$ cat config.mk
export PLATFORM = sky130hd
export DESIGN_NAME = cp0_flat
export DESIGN_NICKNAME = d
export VERILOG_FILES = /design/src/rtl/cp0_pkg.sv /design/src/rtl/cp0_if.sv /design/src/rtl/cp0_count.sv /design/src/rtl/cp0.sv /design/src/flat_wrapper.sv
export SDC_FILE = /design/constraint.sdc
export NUM_CORES = 1
export LEC_CHECK = 0
export CAP_MARGIN = 20
export CORE_UTILIZATION = 46
export CTS_CLUSTER_SIZE = 25
export DETAILED_ROUTE_END_ITERATION = 10
export MAX_ROUTING_LAYER = met4
export PLACE_DENSITY_LB_ADDON = 0.2
export REMOVE_ABC_BUFFERS = 1
export SYNTH_ARGS = -nofsm -noshare
export SYNTH_HDL_FRONTEND = slang
export SYNTH_SLANG_ARGS = --single-unit
$ cat constraint.sdc
create_clock -name clk -period 2.5 [get_ports clk]
set_clock_uncertainty 0.05 [all_clocks]
set_input_delay 0.5 -clock clk [delete_from_list [all_inputs] [get_ports clk]]
set_output_delay 0.5 -clock clk [all_outputs]
set_load 0.02 [all_outputs]
$ cat src/rtl/cp0_pkg.sv
// Shared constants, state type and trap-mask helper for the CP0 responder.
package cp0_pkg;

   localparam logic [4:0] REG_COUNT  = 5'd9;
   localparam logic [4:0] REG_STATUS = 5'd12;
   localparam logic [4:0] REG_CAUSE  = 5'd13;
   localparam logic [4:0] REG_EPC    = 5'd14;

   localparam logic [4:0] EXC_SYSCALL = 5'b01000;
   localparam logic [4:0] EXC_BREAK   = 5'b01001;
   localparam logic [4:0] EXC_TEQ     = 5'b01101;

   localparam int ST_IE         = 0;
   localparam int ST_IM_SYSCALL = 1;
   localparam int ST_IM_BREAK   = 2;
   localparam int ST_IM_TEQ     = 3;

   typedef enum logic {
      S_IDLE  = 1'b0,
      S_REDIR = 1'b1
   } cp0_state_e;

   // Codes without a dedicated mask bit are gated by IE alone.
   function automatic logic trap_ok(input logic [31:0] status, input logic [4:0] code);
      logic mask_ok;
      case (code)
         EXC_SYSCALL: mask_ok = status[ST_IM_SYSCALL];
         EXC_BREAK:   mask_ok = status[ST_IM_BREAK];
         EXC_TEQ:     mask_ok = status[ST_IM_TEQ];
         default:     mask_ok = 1'b1;
      endcase
      return status[ST_IE] & mask_ok;
   endfunction

endpackage

$ cat src/rtl/cp0_if.sv
// Request/response bundle between the instruction controller and CP0.
interface cp0_if;
   logic        beat;
   logic [31:0] pc_in;
   logic        mfc0;
   logic        mtc0;
   logic        eret;
   logic        exception;
   logic [4:0]  cause;
   logic [4:0]  addr;
   logic [31:0] wdata;
   logic [31:0] rdata;
   logic [31:0] status;
   logic [31:0] exc_addr;
   logic        pc_redirect;
   logic        exc_taken;

   modport master (
      output beat, pc_in, mfc0, mtc0, eret, exception, cause, addr, wdata,
      input  rdata, status, exc_addr, pc_redirect, exc_taken
   );

   modport slave (
      input  beat, pc_in, mfc0, mtc0, eret, exception, cause, addr, wdata,
      output rdata, status, exc_addr, pc_redirect, exc_taken
   );
endinterface

$ cat src/rtl/cp0_count.sv
// Free-running Count register; a software write replaces that cycle's increment.
module cp0_count (
   input  logic        clk_i,
   input  logic        reset_i,
   input  logic        wr_i,
   input  logic [31:0] wdata_i,
   output logic [31:0] count_o
);
   logic [31:0] count_q, count_d;

   always_comb begin
      count_d = count_q + 32'd1;
      if (wr_i) count_d = wdata_i;
   end

   always_ff @(posedge clk_i) begin
      if (reset_i) count_q <= '0;
      else         count_q <= count_d;
   end

   assign count_o = count_q;
endmodule

$ cat src/rtl/cp0.sv
// CP0 responder: Status/Cause/EPC, trap/ERET redirect FSM. Optional Count via CP0_COUNT_EN.
//   state   | meaning
//   S_IDLE  | accepting requests on beat
//   S_REDIR | pc_redirect pulse cycle; all requests ignored
module cp0
   import cp0_pkg::*;
#(
   parameter logic [31:0] HANDLER_ADDR = 32'h0040_0004,
   parameter logic [31:0] STATUS_RST   = 32'h0000_0000
) (
   input  logic clk,
   input  logic reset,
   cp0_if.slave bus
);
   cp0_state_e  state_q, state_d;
   logic [31:0] status_q, status_d;
   logic [4:0]  cause_q, cause_d;
   logic [31:0] epc_q, epc_d;
   logic [31:0] exc_addr_q, exc_addr_d;
   logic        exc_taken_q, exc_taken_d;
   logic [31:0] count;
   logic        act, take_trap, do_eret, do_mtc0;
   logic        pc_redirect;
   logic [31:0] rdata;

   assign act       = bus.beat & (state_q == S_IDLE);
   assign take_trap = act & bus.exception & trap_ok(status_q, bus.cause);
   assign do_eret   = act & bus.eret & ~take_trap;
   assign do_mtc0   = act & bus.mtc0 & ~take_trap & ~do_eret;

   always_ff @(posedge clk) begin
      if (reset) state_q <= S_IDLE;
      else       state_q <= state_d;
   end

   always_comb begin
      state_d = state_q;
      case (state_q)
         S_IDLE:  if (take_trap || do_eret) state_d = S_REDIR;
         S_REDIR: state_d = S_IDLE;
         default: state_d = S_IDLE;
      endcase
   end

   always_comb begin
      pc_redirect = (state_q == S_REDIR);
   end

   always_comb begin
      status_d    = status_q;
      cause_d     = cause_q;
      epc_d       = epc_q;
      exc_addr_d  = exc_addr_q;
      exc_taken_d = 1'b0;
      if (take_trap) begin
         epc_d       = bus.pc_in;
         cause_d     = bus.cause;
         status_d    = {status_q[26:0], 5'b0};
         exc_addr_d  = HANDLER_ADDR;
         exc_taken_d = 1'b1;
      end else if (do_eret) begin
         status_d   = {5'b0, status_q[31:5]};
         exc_addr_d = epc_q;
      end else if (do_mtc0) begin
         case (bus.addr)
            REG_STATUS: status_d = bus.wdata;
            REG_CAUSE:  cause_d  = bus.wdata[6:2];
            REG_EPC:    epc_d    = bus.wdata;
            default:    ;
         endcase
      end
   end

   always_ff @(posedge clk) begin
      if (reset) begin
         status_q    <= STATUS_RST;
         cause_q     <= '0;
         epc_q       <= '0;
         exc_addr_q  <= '0;
         exc_taken_q <= 1'b0;
      end else begin
         status_q    <= status_d;
         cause_q     <= cause_d;
         epc_q       <= epc_d;
         exc_addr_q  <= exc_addr_d;
         exc_taken_q <= exc_taken_d;
      end
   end

`ifdef CP0_COUNT_EN
   cp0_count u_count (
      .clk_i   (clk),
      .reset_i (reset),
      .wr_i    (do_mtc0 && (bus.addr == REG_COUNT)),
      .wdata_i (bus.wdata),
      .count_o (count)
   );
`else
   assign count = '0;
`endif

   always_comb begin
      rdata = '0;
      if (bus.mfc0) begin
         case (bus.addr)
            REG_COUNT:  rdata = count;
            REG_STATUS: rdata = status_q;
            REG_CAUSE:  rdata = {25'b0, cause_q, 2'b0};
            REG_EPC:    rdata = epc_q;
            default:    rdata = '0;
         endcase
      end
   end

   assign bus.rdata       = rdata;
   assign bus.status      = status_q;
   assign bus.exc_addr    = exc_addr_q;
   assign bus.pc_redirect = pc_redirect;
   assign bus.exc_taken   = exc_taken_q;
endmodule

$ cat src/flat_wrapper.sv
// flat-port wrapper written by rule: the top's interface ports become plain ports
module cp0_flat import cp0_pkg::*;
#(
   parameter logic [31:0] HANDLER_ADDR = 32'h0040_0004,
   parameter logic [31:0] STATUS_RST   = 32'h0000_0000
)
  (clk, reset, bus_beat, bus_pc_in, bus_mfc0, bus_mtc0, bus_eret, bus_exception, bus_cause, bus_addr, bus_wdata, bus_rdata, bus_status, bus_exc_addr, bus_pc_redirect, bus_exc_taken);
  cp0_if bus_i ();
  input  logic clk;
  input  logic reset;
  input wire logic [$bits(bus_i.beat)-1:0] bus_beat;
  input wire logic [$bits(bus_i.pc_in)-1:0] bus_pc_in;
  input wire logic [$bits(bus_i.mfc0)-1:0] bus_mfc0;
  input wire logic [$bits(bus_i.mtc0)-1:0] bus_mtc0;
  input wire logic [$bits(bus_i.eret)-1:0] bus_eret;
  input wire logic [$bits(bus_i.exception)-1:0] bus_exception;
  input wire logic [$bits(bus_i.cause)-1:0] bus_cause;
  input wire logic [$bits(bus_i.addr)-1:0] bus_addr;
  input wire logic [$bits(bus_i.wdata)-1:0] bus_wdata;
  output wire logic [$bits(bus_i.rdata)-1:0] bus_rdata;
  output wire logic [$bits(bus_i.status)-1:0] bus_status;
  output wire logic [$bits(bus_i.exc_addr)-1:0] bus_exc_addr;
  output wire logic [$bits(bus_i.pc_redirect)-1:0] bus_pc_redirect;
  output wire logic [$bits(bus_i.exc_taken)-1:0] bus_exc_taken;
  assign bus_i.beat = bus_beat;
  assign bus_i.pc_in = bus_pc_in;
  assign bus_i.mfc0 = bus_mfc0;
  assign bus_i.mtc0 = bus_mtc0;
  assign bus_i.eret = bus_eret;
  assign bus_i.exception = bus_exception;
  assign bus_i.cause = bus_cause;
  assign bus_i.addr = bus_addr;
  assign bus_i.wdata = bus_wdata;
  assign bus_rdata = bus_i.rdata;
  assign bus_status = bus_i.status;
  assign bus_exc_addr = bus_i.exc_addr;
  assign bus_pc_redirect = bus_i.pc_redirect;
  assign bus_exc_taken = bus_i.exc_taken;
  cp0 #(.HANDLER_ADDR(HANDLER_ADDR), .STATUS_RST(STATUS_RST)) u_core (.clk(clk), .reset(reset), .bus(bus_i));
endmodule
==> results summary <==
The flow ran to the end, and the final reports show no timing, DRC or antenna violations. The library cell used most frequently in the layout, excluding fill and tap cells, is sky130_fd_sc_hd__nand2_1. The number of standard cells after synthesis came out at 661.

The effective utilization at floorplan is between 40 and 50%. The clock latency on the worst-skew pair came out at between 300 and 400 ps. The first-pass GRT wire length is between 20000 and 30000 µm.

The number of synthesized register bits came out at 103. The tightest min-delay check is of the register to register type. The number of clock buffers inserted by TritonCTS is 9.

The top-area cell type share of the netlist area came out at around two fifths. The number of antenna repair diodes is 0. The endpoint kind of the worst setup timing path is an output pin. CTS placed an instance of sky130_fd_sc_hd__clkbuf_8 at the clock tree root. The detailed-route wire length per cell came out at about 19 µm. The maximum fanout encountered on the critical timing path came out at 13. The number of clock sinks is 103. The critical path is of the input port to output pin type. The area overhead of the layout relative to synthesis is 45.3%. Of all cell types, the one taking the most synthesized area is sky130_fd_sc_hd__dfxtp_1. The largest voltage drop on the vdd net is around 250 µV.

Summing every instance area after synthesis gives approximately 0.0051 mm². The reported max-cap violation count came out at 0. The post-layout total power came out at about 3.4 mW. The final wirelength came out at 18200 µm.

The overall global routing resource usage came out at 32.8%. The remaining antenna violation count after routing is 0. The number of endpoints with negative hold slack in the final report was 0. In this run the horizontal extent of the chip is roughly 110 µm. The region available for standard cell placement spans 0.0108 mm². The number of max-slew violations in the final report is 0. For this run, the post-layout net count is just over 900. The endpoint arrival time on the critical path came out at approximately 1900 ps. The placed instances occupy a cell area of 0.00724 mm². The logic gate share of total power is about a fifth. The die is around 110 µm tall. The final instance area is 0.00746 mm². The number of global-route vias before repair came out at ~5600. The synthesized netlist contains 46 unique library cells.

The number of violations reported at the end of detailed-routing iteration 0 is 532. In this run the mean area of a mapped cell was a little under 8 µm². The number of buffer cells added on primary ports is approximately 180. During synthesis, Yosys emitted a total of 0 warnings.

Per report_power, the clock group accounts for between 20% and 30% of the total. In the layout the commonest cells are 161 x sky130_fd_sc_hd__nand2_1, 141 x sky130_fd_sc_hd__clkdlybuf4s50_1, 103 x sky130_fd_sc_hd__dfxtp_1, 102 x sky130_fd_sc_hd__a21oi_1, 57 x sky130_fd_sc_hd__nor2_1. Counting flops with a built-in enable in the synthesized netlist gives 0. After synthesis, the share of flip-flops with an asynchronous set or reset is 0%. The internal power came out at approximately 2.4 mW. Pin placement for this block handled between 150 and 200 I/O pins. The total overflow reported by the global router came out at 0. The DRC violation count after routing came out at 0. The detailed-route via count came out at between 5000 and 6000.

For the final routed database, the setup TNS stands at 0 ps. The first TritonRoute pass finished after 5 iterations. TritonCTS built the clock tree. Dividing the detail-routed via count by the number of cells gives ~6.0. The static leakage power came out at 2.56 nW. The worst hold slack came out at between 400 and 500 ps. In the synthesized netlist the dominant register cell turns out to be sky130_fd_sc_hd__dfxtp_1. The number of buffers between clock root and the deepest sink came out at 2. The worst slew slack as a fraction of its limit is between 70% and 80%.

Entering global routing, the biggest net connects 43 pins. After synthesis, the cell types taking the most area are sky130_fd_sc_hd__dfxtp_1 40%, sky130_fd_sc_hd__nand2_1 12%, sky130_fd_sc_hd__a21oi_1 9.9%. In this run the power spent charging and discharging nets is roughly 950 µW.

Of the available clock period, the critical path in the final layout requires 97.1%. STA classifies the critical path startpoint as an input port. The register share of total power came out at 52.2%. The number of placement rows is 38. The switching share of power is between 20% and 30%. In this run the power density over the cells is roughly 450 mW/mm². The depth of the CTS H-tree is 3. The data required time of the worst path came out at slightly below 2000 ps.

Summed over all nets, the half-perimeter wirelength after detailed placement is around 12000 µm. Of the cells placed in the final design, the portion with a size suffix greater than 1 is between 10% and 20%. The congestion estimate from routability-driven global placement came to around 0.9. The area of the die is roughly 0.012 mm².

For this run, the top clock speed supported by timing is between 400 and 500 MHz. The measured slew at the worst slew-check pin came out at about 320 ps. Setup violations remaining at the end of the flow were counted as 0. After synthesis, flip-flops and latches occupy roughly 40% of the total area. The clock transition at the registers of the reported paths is 90 ps. The initial antenna violation count is 0.

The time the final worst path needs with I/O delays and setup is roughly 2400 ps.
worst max-delay path: stages:
cell and delay (ps):
sky130_fd_sc_hd__dlygate4sd2_1 250, sky130_fd_sc_hd__nand4bb_4 290, sky130_fd_sc_hd__nor2_4 180, sky130_fd_sc_hd__buf_6 190, sky130_fd_sc_hd__a22oi_1 90, sky130_fd_sc_hd__nor2_1 110
sky130_fd_sc_hd__clkdlybuf4s15_2 270
path summary, 6_finish.rpt:
path / start / endpoint / slack, ps / depth (start not counted)
setup / recovery: bus_addr[0] / bus_rdata[18] / 70 / 7
hold reg to reg: u_core.bus.exc_addr[26]$_SDFFE_PP0P_ / u_core.bus.exc_addr[26]$_SDFFE_PP0P_ / 410 / 2
setup reg to reg: u_core.bus.pc_redirect$_SDFF_PP0_ / u_core.bus.status[12]$_SDFFE_PP0P_ / 700 / 5
hold / removal: u_core.bus.exc_addr[26]$_SDFFE_PP0P_ / u_core.bus.exc_addr[26]$_SDFFE_PP0P_ / 410 / 2
routing by layer:
layer	up-vias	global-route usage, %	part of all wire (%)
met5	-	-	0
met4	0	15.0	2.7
met3	48	4.36	8.4
met2	323	51.8	47
met1	2781	41.8	42
li1	2691	-	-
power groups by stage:
stage               registers [mW]  clock network [mW]  logic (mW)
floorplan                     1.83                   0       0.227
global route                  1.77                1.05       0.683
finish                        1.76               0.972       0.643
detailed placement            1.80                   0       0.625
CTS                           1.76               0.994       0.638
global placement              1.80                   0       0.612
logic make-up after synthesis:
| family | count (synthesis) | synth area share (%) |
|---|---|---|
| simple gates | 268 | 23.0 |
| compound gates | 219 | 29.3 |
| flops | 103 | 40.2 |
| buf+inv | 61 | 5.60 |
| mux | 10 | 1.95 |
cell type report:
| class | instances | area [µm²] |
|---|---|---|
| multi-input combinational | 497 | 2850 |
| timing repair buffer | 220 | 2190 |
| fill | 922 | 3380 |
| inverter | 2 | 8.76 |
| tap | 140 | 175 |
| clock inverter | 3 | 17.5 |
| clock buffer | 13 | 159 |
| sequential | 103 | 2060 |
sequential cells by signal, indices dropped and copies added, names as in the netlist:
register,flops
u_core.bus.exc_addr,32
u_core.bus.exc_taken,1
u_core.bus.pc_redirect,1
u_core.bus.status,32
u_core.cause_q,5
u_core.epc_q,32
stage by stage:
step	worst slack, ps	utilization, %	cells
6_report	71.4	68.8	978
5_1_grt	-0.252	68.8	978
4_1_cts	92.3	68.8	978
3_5_place_dp	-562	66.8	960
3_3_place_gp	-506	66.8	960
2_1_floorplan	-1040	-	602
synthesized netlist by cell type, types with 2 or more instances:
library cell	number
sky130_fd_sc_hd__o2bb2ai_1	2
sky130_fd_sc_hd__buf_2	19
sky130_fd_sc_hd__nor3b_1	2
sky130_fd_sc_hd__a22oi_1	27
sky130_fd_sc_hd__dfxtp_1	103
sky130_fd_sc_hd__a222oi_1	5
sky130_fd_sc_hd__buf_4	3
sky130_fd_sc_hd__o2111ai_1	2
sky130_fd_sc_hd__buf_1	5
sky130_fd_sc_hd__nand2b_1	2
sky130_fd_sc_hd__buf_6	3
sky130_fd_sc_hd__o31ai_1	5
sky130_fd_sc_hd__o21ai_0	38
sky130_fd_sc_hd__nand2_1	161
sky130_fd_sc_hd__a211oi_1	5
sky130_fd_sc_hd__o32ai_2	18
sky130_fd_sc_hd__nand3_1	3
sky130_fd_sc_hd__nor2_1	59
sky130_fd_sc_hd__and3_1	21
sky130_fd_sc_hd__a21oi_1	102
sky130_fd_sc_hd__nand3b_2	2
sky130_fd_sc_hd__a211o_1	5
sky130_fd_sc_hd__clkbuf_1	28
sky130_fd_sc_hd__a31oi_1	3
sky130_fd_sc_hd__nand4_1	6
sky130_fd_sc_hd__and3b_1	3
sky130_fd_sc_hd__mux2i_1	10
repair_timing:
action | in CTS | in global routing
buffers inserted | 1 | 0
hold buffers | 0 | 0
gates resized for setup | 137 | 3
endpoints found under the hold margin | 0 | 0
cloned | 1 | 0
setup endpoints to repair | 32 | 2
pin swaps | 4 | 0
Power figures use the tool's default switching activity.
